--- config.mk ---
export PLATFORM = sky130hd
export DESIGN_NAME = wb_conbus_rr
export DESIGN_NICKNAME = d
export VERILOG_FILES = /design/src/rtl/wb_conbus_rr.sv
export SDC_FILE = /design/constraint.sdc
export NUM_CORES = 1
export LEC_CHECK = 0
export BUFFER_PORTS_ARGS = -buffer_cell sky130_fd_sc_hd__buf_4
export CAP_MARGIN = 20
export CORE_AREA = 2 2 223 225
export DETAILED_ROUTE_END_ITERATION = 6
export DIE_AREA = 0 0 225 227
export SYNTH_ARGS = -nofsm -noshare
export SYNTH_HDL_FRONTEND = slang
export SYNTH_SLANG_ARGS = --single-unit
export TNS_END_PERCENT = 1
--- constraint.sdc ---
create_clock -name clk -period 6.47 [get_ports clk]
set_input_delay 0.3235 -clock clk [delete_from_list [all_inputs] [get_ports clk]]
set_output_delay 0.3235 -clock clk [all_outputs]
set_load 0.01 [all_outputs]
--- src/rtl/wb_conbus_rr.sv ---
`default_nettype none
// ----------------------------------------------------------------------------
// wb_conbus_rr : NM-master / NS-slave shared Wishbone bus, round-robin grant
// Revision     : 1.0
// ----------------------------------------------------------------------------
module wb_conbus_rr #(
    parameter int                     NM       = 2,
    parameter int                     NS       = 9,
    parameter int                     S_ADDR_W = 4,
    parameter logic [NS*S_ADDR_W-1:0] S_ADDR   = {4'h9, 4'h8, 4'h7, 4'h6, 4'h5,
                                                  4'h4, 4'h3, 4'h2, 4'h0},
    parameter int                     TIMEOUT  = 255
) (
    input  logic            clk,
    input  logic            rst,
    input  logic [NM*32-1:0] m_adr_i,
    input  logic [NM*32-1:0] m_dat_i,
    input  logic [NM*4-1:0]  m_sel_i,
    input  logic [NM-1:0]    m_we_i,
    input  logic [NM-1:0]    m_cyc_i,
    input  logic [NM-1:0]    m_stb_i,
    output logic [31:0]      m_dat_o,
    output logic [NM-1:0]    m_ack_o,
    output logic [NM-1:0]    m_err_o,
    output logic [31:0]      s_adr_o,
    output logic [31:0]      s_dat_o,
    output logic [3:0]       s_sel_o,
    output logic             s_we_o,
    output logic [NS-1:0]    s_cyc_o,
    output logic [NS-1:0]    s_stb_o,
    input  logic [NS*32-1:0] s_dat_i,
    input  logic [NS-1:0]    s_ack_i,
    output logic [NM-1:0]    grant_o,
    output logic             busy_o
);

    localparam int OW = (NM > 1) ? $clog2(NM) : 1;
    localparam int SW = (NS > 1) ? $clog2(NS) : 1;
    localparam int CW = (TIMEOUT > 0) ? $clog2(TIMEOUT + 1) : 1;

    localparam logic [0:0] ST_IDLE  = 1'b0;
    localparam logic [0:0] ST_OWNED = 1'b1;

    logic [0:0]    state_q, state_d;
    logic [OW-1:0] owner_q, owner_d;
    logic [CW-1:0] tcnt_q, tcnt_d, tcnt_inc;
    logic          to_flag_q, to_flag_d;

    logic [31:0] w_madr [NM];
    logic [31:0] w_mdat [NM];
    logic [3:0]  w_msel [NM];
    logic [31:0] w_sdat [NS];

    generate
        for (genvar i = 0; i < NM; i++) begin : g_m_unpack
            assign w_madr[i] = m_adr_i[32*i +: 32];
            assign w_mdat[i] = m_dat_i[32*i +: 32];
            assign w_msel[i] = m_sel_i[4*i +: 4];
        end
        for (genvar k = 0; k < NS; k++) begin : g_s_unpack
            assign w_sdat[k] = s_dat_i[32*k +: 32];
        end
    endgenerate

    logic          w_owned, w_ocyc, w_ostb, w_nomatch, w_ack_sel, w_stall;
    logic [31:0]   w_oadr;
    logic [SW-1:0] w_sel;

    // owner_q keeps the last owner while IDLE, so it doubles as the RR pointer
    assign w_owned = (state_q == ST_OWNED);
    assign w_oadr  = w_madr[owner_q];
    assign w_ocyc  = m_cyc_i[owner_q];
    assign w_ostb  = m_stb_i[owner_q];

    always_comb begin : decode
        w_sel     = '0;
        w_nomatch = 1'b1;
        for (int k = NS - 1; k >= 0; k--) begin
            if (w_oadr[31 -: S_ADDR_W] == S_ADDR[k*S_ADDR_W +: S_ADDR_W]) begin
                w_sel     = SW'(k);
                w_nomatch = 1'b0;
            end
        end
    end

    assign w_ack_sel = ~w_nomatch & s_ack_i[w_sel];
    assign w_stall   = w_owned & w_ocyc & w_ostb & ~w_nomatch & ~w_ack_sel & ~to_flag_q;

    always_ff @(posedge clk or negedge rst) begin
        if (!rst) begin
            state_q   <= ST_IDLE;
            owner_q   <= OW'(NM - 1);
            tcnt_q    <= '0;
            to_flag_q <= 1'b0;
        end else begin
            state_q   <= state_d;
            owner_q   <= owner_d;
            tcnt_q    <= tcnt_d;
            to_flag_q <= to_flag_d;
        end
    end

    always_comb begin : next_state
        int   cand;
        logic found;
        state_d = state_q;
        owner_d = owner_q;
        found   = 1'b0;
        cand    = 0;
        if (!w_owned || !w_ocyc) begin
            state_d = ST_IDLE;
            for (int i = 1; i <= NM; i++) begin
                cand = int'(owner_q) + i;
                if (cand >= NM) cand = cand - NM;
                if (!found && m_cyc_i[cand]) begin
                    found   = 1'b1;
                    owner_d = OW'(cand);
                    state_d = ST_OWNED;
                end
            end
        end

        tcnt_inc  = (tcnt_q == {CW{1'b1}}) ? tcnt_q : tcnt_q + 1'b1;
        tcnt_d    = '0;
        to_flag_d = 1'b0;
        if (TIMEOUT > 0 && w_stall) begin
            if (tcnt_inc == CW'(TIMEOUT)) to_flag_d = 1'b1;
            else                          tcnt_d    = tcnt_inc;
        end
    end

    always_comb begin : outputs
        m_dat_o = '0;
        m_ack_o = '0;
        m_err_o = '0;
        s_adr_o = '0;
        s_dat_o = '0;
        s_sel_o = '0;
        s_we_o  = 1'b0;
        s_cyc_o = '0;
        s_stb_o = '0;
        grant_o = '0;
        busy_o  = 1'b0;
        if (w_owned) begin
            s_adr_o          = w_oadr;
            s_dat_o          = w_mdat[owner_q];
            s_sel_o          = w_msel[owner_q];
            s_we_o           = m_we_i[owner_q];
            grant_o[owner_q] = 1'b1;
            busy_o           = 1'b1;
            if (!w_nomatch) begin
                s_cyc_o[w_sel]   = w_ocyc;
                s_stb_o[w_sel]   = w_ocyc & w_ostb & ~to_flag_q;
                m_dat_o          = w_sdat[w_sel];
                m_ack_o[owner_q] = w_ack_sel & ~to_flag_q;
            end
            m_err_o[owner_q] = w_ostb & (w_nomatch | to_flag_q);
        end
    end

endmodule
`default_nettype wire
After elaboration in Yosys (flattened, before gate mapping) --
Cells that the tools add are included.
Word-level totals: bits of input ports 441, output and inout bits 126, bits in registers 11, word-level logic and storage cells 136
Cells by class: add/sub/neg operators 5, bitwise operators 20, magnitude comparators 10, reductions and logical operators 10, eq/ne operators 10, muxes and demuxes 77
Operators by type and width (count):
- 32-bit two-way mux | 16
- 32-bit binary-select mux with 4-bit select | 1
- 32-bit by 3-bit less-than comparator with 1-bit output (second input constant) | 2
- 4-bit two-way mux | 13
- 9-bit two-way mux | 4
- 1-bit two-way mux | 33
- 8-bit two-way mux | 3
- 9-bit bitwise AND | 2
- 4-bit by 3-bit == test with 1-bit output (second input constant) | 4
- 8-bit == test (second input constant) | 2
- 1-bit bitwise AND | 10
- 8-bit by 1-bit adder with 8-bit output (second input constant) | 1
- 4-bit by 2-bit == test with 1-bit output (second input constant) | 2
- 4-bit == test (second input constant) | 2
- 2-bit two-way mux | 4
- 5-bit >= comparator (second input constant) | 1
- 4-bit by 5-bit less-than comparator with 1-bit output (second input constant) | 1
- 4-bit NOT with 5-bit output | 1
- 2-bit bitwise AND | 2
- 1-bit binary-select mux with 4-bit select | 1
- 1-bit demux with 4-bit select | 1
- 2-bit >= comparator (second input constant) | 2
- 4-bit by 1-bit >= comparator with 1-bit output (second input constant) | 1
- 4-bit logical NOT | 1
- 16 further kinds | 22

Longest topological paths before layout --
word-level depth 21, depth in mapped cells 10, mapped depth without buffers 7

Worst setup path before layout --
No wires, ideal clock.
kind reg-to-output, start register owner_q, end output port m_dat_o[0], path slack 3.973 ns, data arrival time 2.174 ns, buffers on the path 3, cell stages (with the launch flop) 8, data required time 6.147 ns, cells stage by stage dfstp_2 buf_6 mux2i_2 clkbuf_1 nand2_4 buf_4 mux2i_1 a211oi_2
On the way: cells in the longest elaborated chain, start to end 20, elaborated cells between the ends (all ways) 37
RTL lines:
- start: declaration | RTL line 45 | logic [OW-1:0] owner_q, owner_d;
- start signal: assignment | RTL line 92 | owner_q <= OW'(NM - 1);
- start signal: assignment | RTL line 97 | owner_q <= owner_d;
- 1-bit NOT with 2-bit output (implied by the code) * | RTL line 71 | assign w_oadr = w_madr[owner_q];
- 32-bit two-way mux (implied by the code) * (3 in series) | RTL line 71
- 4-bit == test | RTL line 79 | if (w_oadr[31 -: S_ADDR_W] == S_ADDR[k*S_ADDR_W +: S_ADDR_W]) begin
- 4-bit two-way mux (9 in series) | RTL line 79
- 4-bit NOT with 5-bit output (implied by the code) | RTL line 154 | m_dat_o = w_sdat[w_sel];
- 32-bit binary-select mux with 4-bit select | RTL line 154
- 32-bit two-way mux (implied by the code) (2 in series) | RTL line 154
- 32-bit two-way mux * | RTL line 151 | if (!w_nomatch) begin
- 32-bit two-way mux * | RTL line 144 | if (w_owned) begin
- end: declaration | RTL line 22 | output logic [31:0] m_dat_o,
Mark *: on every way between the ends. The rest lies on a longest branch, timed or not. The select of a mux whose other input is x is not followed.

Worst setup path in the final report --
start register owner_q, end output port m_dat_o[24]
Same word-level chain as after synthesis.

==> results.toml <==
[power_and_ir_drop]
vdd_drop_max_mv = 0.09732
switching_share_pct = 46.45
pwr-share-seq_pct = 7.2
power_frac_clock_pct = 9.0
p_leak_nw = 4.728
p_int_w = 0.0006621
powerDensity_nw_per_um2 = 124.4
comb_power_share_pct = 83.8
power_switching_w = 0.0005743

[sta]
hold_viol = 0
slew_violations = 0
max_freq_mhz = 226.3
period_share_pct = 68.29
skew_ps = 0.5699
finalSetupViolations = 0
rsz0062_at_grt = "no"
relSlewSlack_pct = 34.23
layout_min_cycle_time_ps = 4419
tightest_slew_ps = 982.8
fin_setup_tns_ps = 0

[worst_setup_path]
cpMostUsedCell = "buf_4"
rrSetupSlack_ps = 2800
worst_ep_required_time_ps = 6150
crit_fanout = 45
timing.critical_path.to = "m_dat_o[24]"
r2r_cells = 8
arrival_ps = 4100
crit_path_end_kind = "output port"
reg2reg_to = "tcnt_q[0]$_DFF_PN0_"
start_kind = "flip-flop"
slowest_stage = "dfstp_4"
worstPathCellList = "mux2i_2, buf_4, a21oi_1, o21ai_4, buf_4, o221ai_1, and2_1, a211oi_2, buf_4"
crit_type = "flip-flop to output port"
slowest_delay_ps = 980
worstSetupStartpoint = "owner_q$_DFFE_PN1P_"
timing.rr.start = "owner_q$_DFFE_PN1P_"

[global_routing]
grt_pass1_wl_um = 54150
grt_max_degree = 79
first_global_vias = 7773
grt_usage_pct = 14.95
antenna_found_initial = 24
gr-total-overflow = 0

[placement]
gp_congestion = 0.8754
port_buffers = 566
dp_hpwl_um = 36230
place_area_um2 = 9803

[clock_network]
cts_made_buffers = 3
clk_pin_slew_ps = 40
clock_path_buffers = 2
clk_latency_ps = 230
cts_tree = "built"
cts_sinks = 11
htree_levels = 1
cts-root-buf = "clkbuf_16"

[detailed_routing]
drtIter0Drc = 383
ant_nets = 0
dr.pass1.iters = 4
wl_um = 41770
drc_errors = 0
routedWlPerCell_um = 22.89
viasPerCell = 4.213
vias = 7688

[logic_synthesis]
synth_fp_nets = 1114
ys_types = 65
synth_edf_count = 0
syn_area_um2 = 4989
syn_avg_cell_area_um2 = 7.423
synth_most_common_cell = "mux2i_1"
yosys.area_share.simple_pct = 25.53
yosysTopAreaCell = "mux2i_1"
netlist_top_cells_area = "mux2i_1 19%, nor2b_1 8.4%, mux2_2 7.4%, o221ai_1 5.8%, nor2_1 5.1%"
synth_common_cells = "96 x mux2i_1, 68 x nor2_1, 67 x nor2b_1"
netlist.area_leader.share_pct = 19.26
synth_compound_area_share_pct = 32.48
ys.flop_type = "dfrtp_1"
synth_fa_ha_area_share_pct = 0.2508
synth_seq_area_share_pct = 5.543
synth_top_family_by_area = "compound AO/OA/AOI/OAI gates"
yosysWarningCount = 0
synth_cells = 672
synth_mux_area_share_pct = 28.24
synthArstFlopShare_pct = 100.0
ys_seq_elements = 11
synthXorXnorAreaFrac_pct = 0.7023

[floorplan]
core_area_um2 = 48550
num_rows = 81
dieWidth_um = 225
fp.dieArea_um2 = 51080
start_util_pct = 10.28
pin_count = 567
die_y_um = 227

[job]
drv_cap = 0

[final_layout]
nFillCells = 5438
syn_to_final_growth_pct = 99.15
nets = 1629
layout-drive-gt1-share_pct = 55.82
final_area_um2 = 9935

[run_status]
outcome = "complete, no violations"

[worst_hold_path]
hold_class = "input port to flip-flop"
[kinds of logic after synthesis]
| logic type | after synthesis |
|---|---|
| compound gates | 200 |
| buf+inv | 74 |
| fa+ha+maj | 1 |
| mux | 134 |
| simple gates | 248 |
| flops | 11 |
| xor+xnor | 4 |
[per-stage QoR]
| stage | instances | total power [W] | setup slack, ps | utilization (%) | hold WS, ps |
|---|---|---|---|---|---|
| final | 1825 | 0.001236 | 2052 | 20.46 | 317.5 |
| after floorplan | 672 | 0.0005902 | 3973 | - | 27.91 |
| after global placement | 1803 | 0.001129 | 2299 | 20.19 | 165.1 |
| after global routing | 1822 | 0.001319 | 1932 | 20.45 | 327.8 |
| after CTS | 1808 | 0.001255 | 2034 | 20.38 | 318.5 |
| after detailed placement | 1803 | 0.001140 | 2282 | 20.19 | 163.9 |
[per-layer routing]
layer	global-route usage (%)	vias to the layer above	share of wire [%]	wire length (µm)
met4	7.199	2	4.9	2050
met1	15.44	3564	35	14560
met5	0	-	0.031	13
li1	-	3592	-	-
met2	29.23	460	53	22180
met3	2.362	70	7.1	2965
[repair_timing]
action	in CTS	in global routing
endpoints found under the hold margin	10	0
resized for setup	0	0
hold buffers	1	0
buffers inserted	0	0
[worst min path at each step]
stage,start,to,slack [ps],depth (start not counted)
floorplan,rst,state_q$_DFFE_PN0P_,30,0
global placement,rst,tcnt_q[7]$_DFF_PN0_,170,1
detailed placement,rst,tcnt_q[7]$_DFF_PN0_,160,1
CTS,m_cyc_i[0],state_q$_DFFE_PN0P_,320,2
global route,m_cyc_i[1],state_q$_DFFE_PN0P_,330,2
finish,m_cyc_i[1],state_q$_DFFE_PN0P_,320,2
[critical path, delay by kind of cell (launching register included)]
kind,cells,cell delay [ps]
flip-flops,1,980
AND/OR/NAND/NOR,1,390
AO/OA/AOI/OAI,4,1380
buffers and inverters,3,730
multiplexers,1,310
[flip-flops by register name, indices dropped and copies added (netlist names)]
name / count
tcnt_q: 8
state_q: 1
to_flag_q: 1
owner_q: 1
[cell usage in the layout, fill, tap and decap left out, types with 7 or more instances in the layout]
master,netlist,routed
o21a_1,30,30
o211ai_1,28,28
o22ai_1,36,36
a21oi_1,8,8
diode_2,0,17
a211oi_1,9,9
mux2i_1,96,96
nor2b_1,67,67
mux2_2,33,33
o21ai_0,9,9
nand2_1,47,46
o221ai_1,33,33
and3_1,8,7
nand3_1,8,8
nor3_1,13,13
a211oi_2,20,20
buf_4,5,576
dfrtp_1,10,9
nor2_1,68,68
[layout make-up]
| cell class | count | area [µm²] | share of cell area, % |
|---|---|---|---|
| Timing Repair Buffer | 577 | 4334 | 43.63 |
| Clock buffer | 4 | 78.83 | 0.7935 |
| Multi-Input combinational cell | 587 | 4393 | 44.22 |
| Tap cell | 622 | 778.2 | 7.834 |
| Antenna cell | 17 | 42.54 | 0.4282 |
| Sequential cell | 11 | 281.5 | 2.834 |
| Inverter | 7 | 26.28 | 0.2645 |
[power groups by stage]
stage	combinational, W	clock, W	sequential, W
2_1_floorplan	0.000515	0	0.0000755
3_3_place_gp	0.00104	0	0.0000900
3_5_place_dp	0.00105	0	0.0000903
4_1_cts	0.00105	0.000112	0.0000894
5_1_grt	0.00111	0.000118	0.0000906
6_report	0.00104	0.000111	0.0000895
Note: power is estimated with default switching activity, not from simulation.
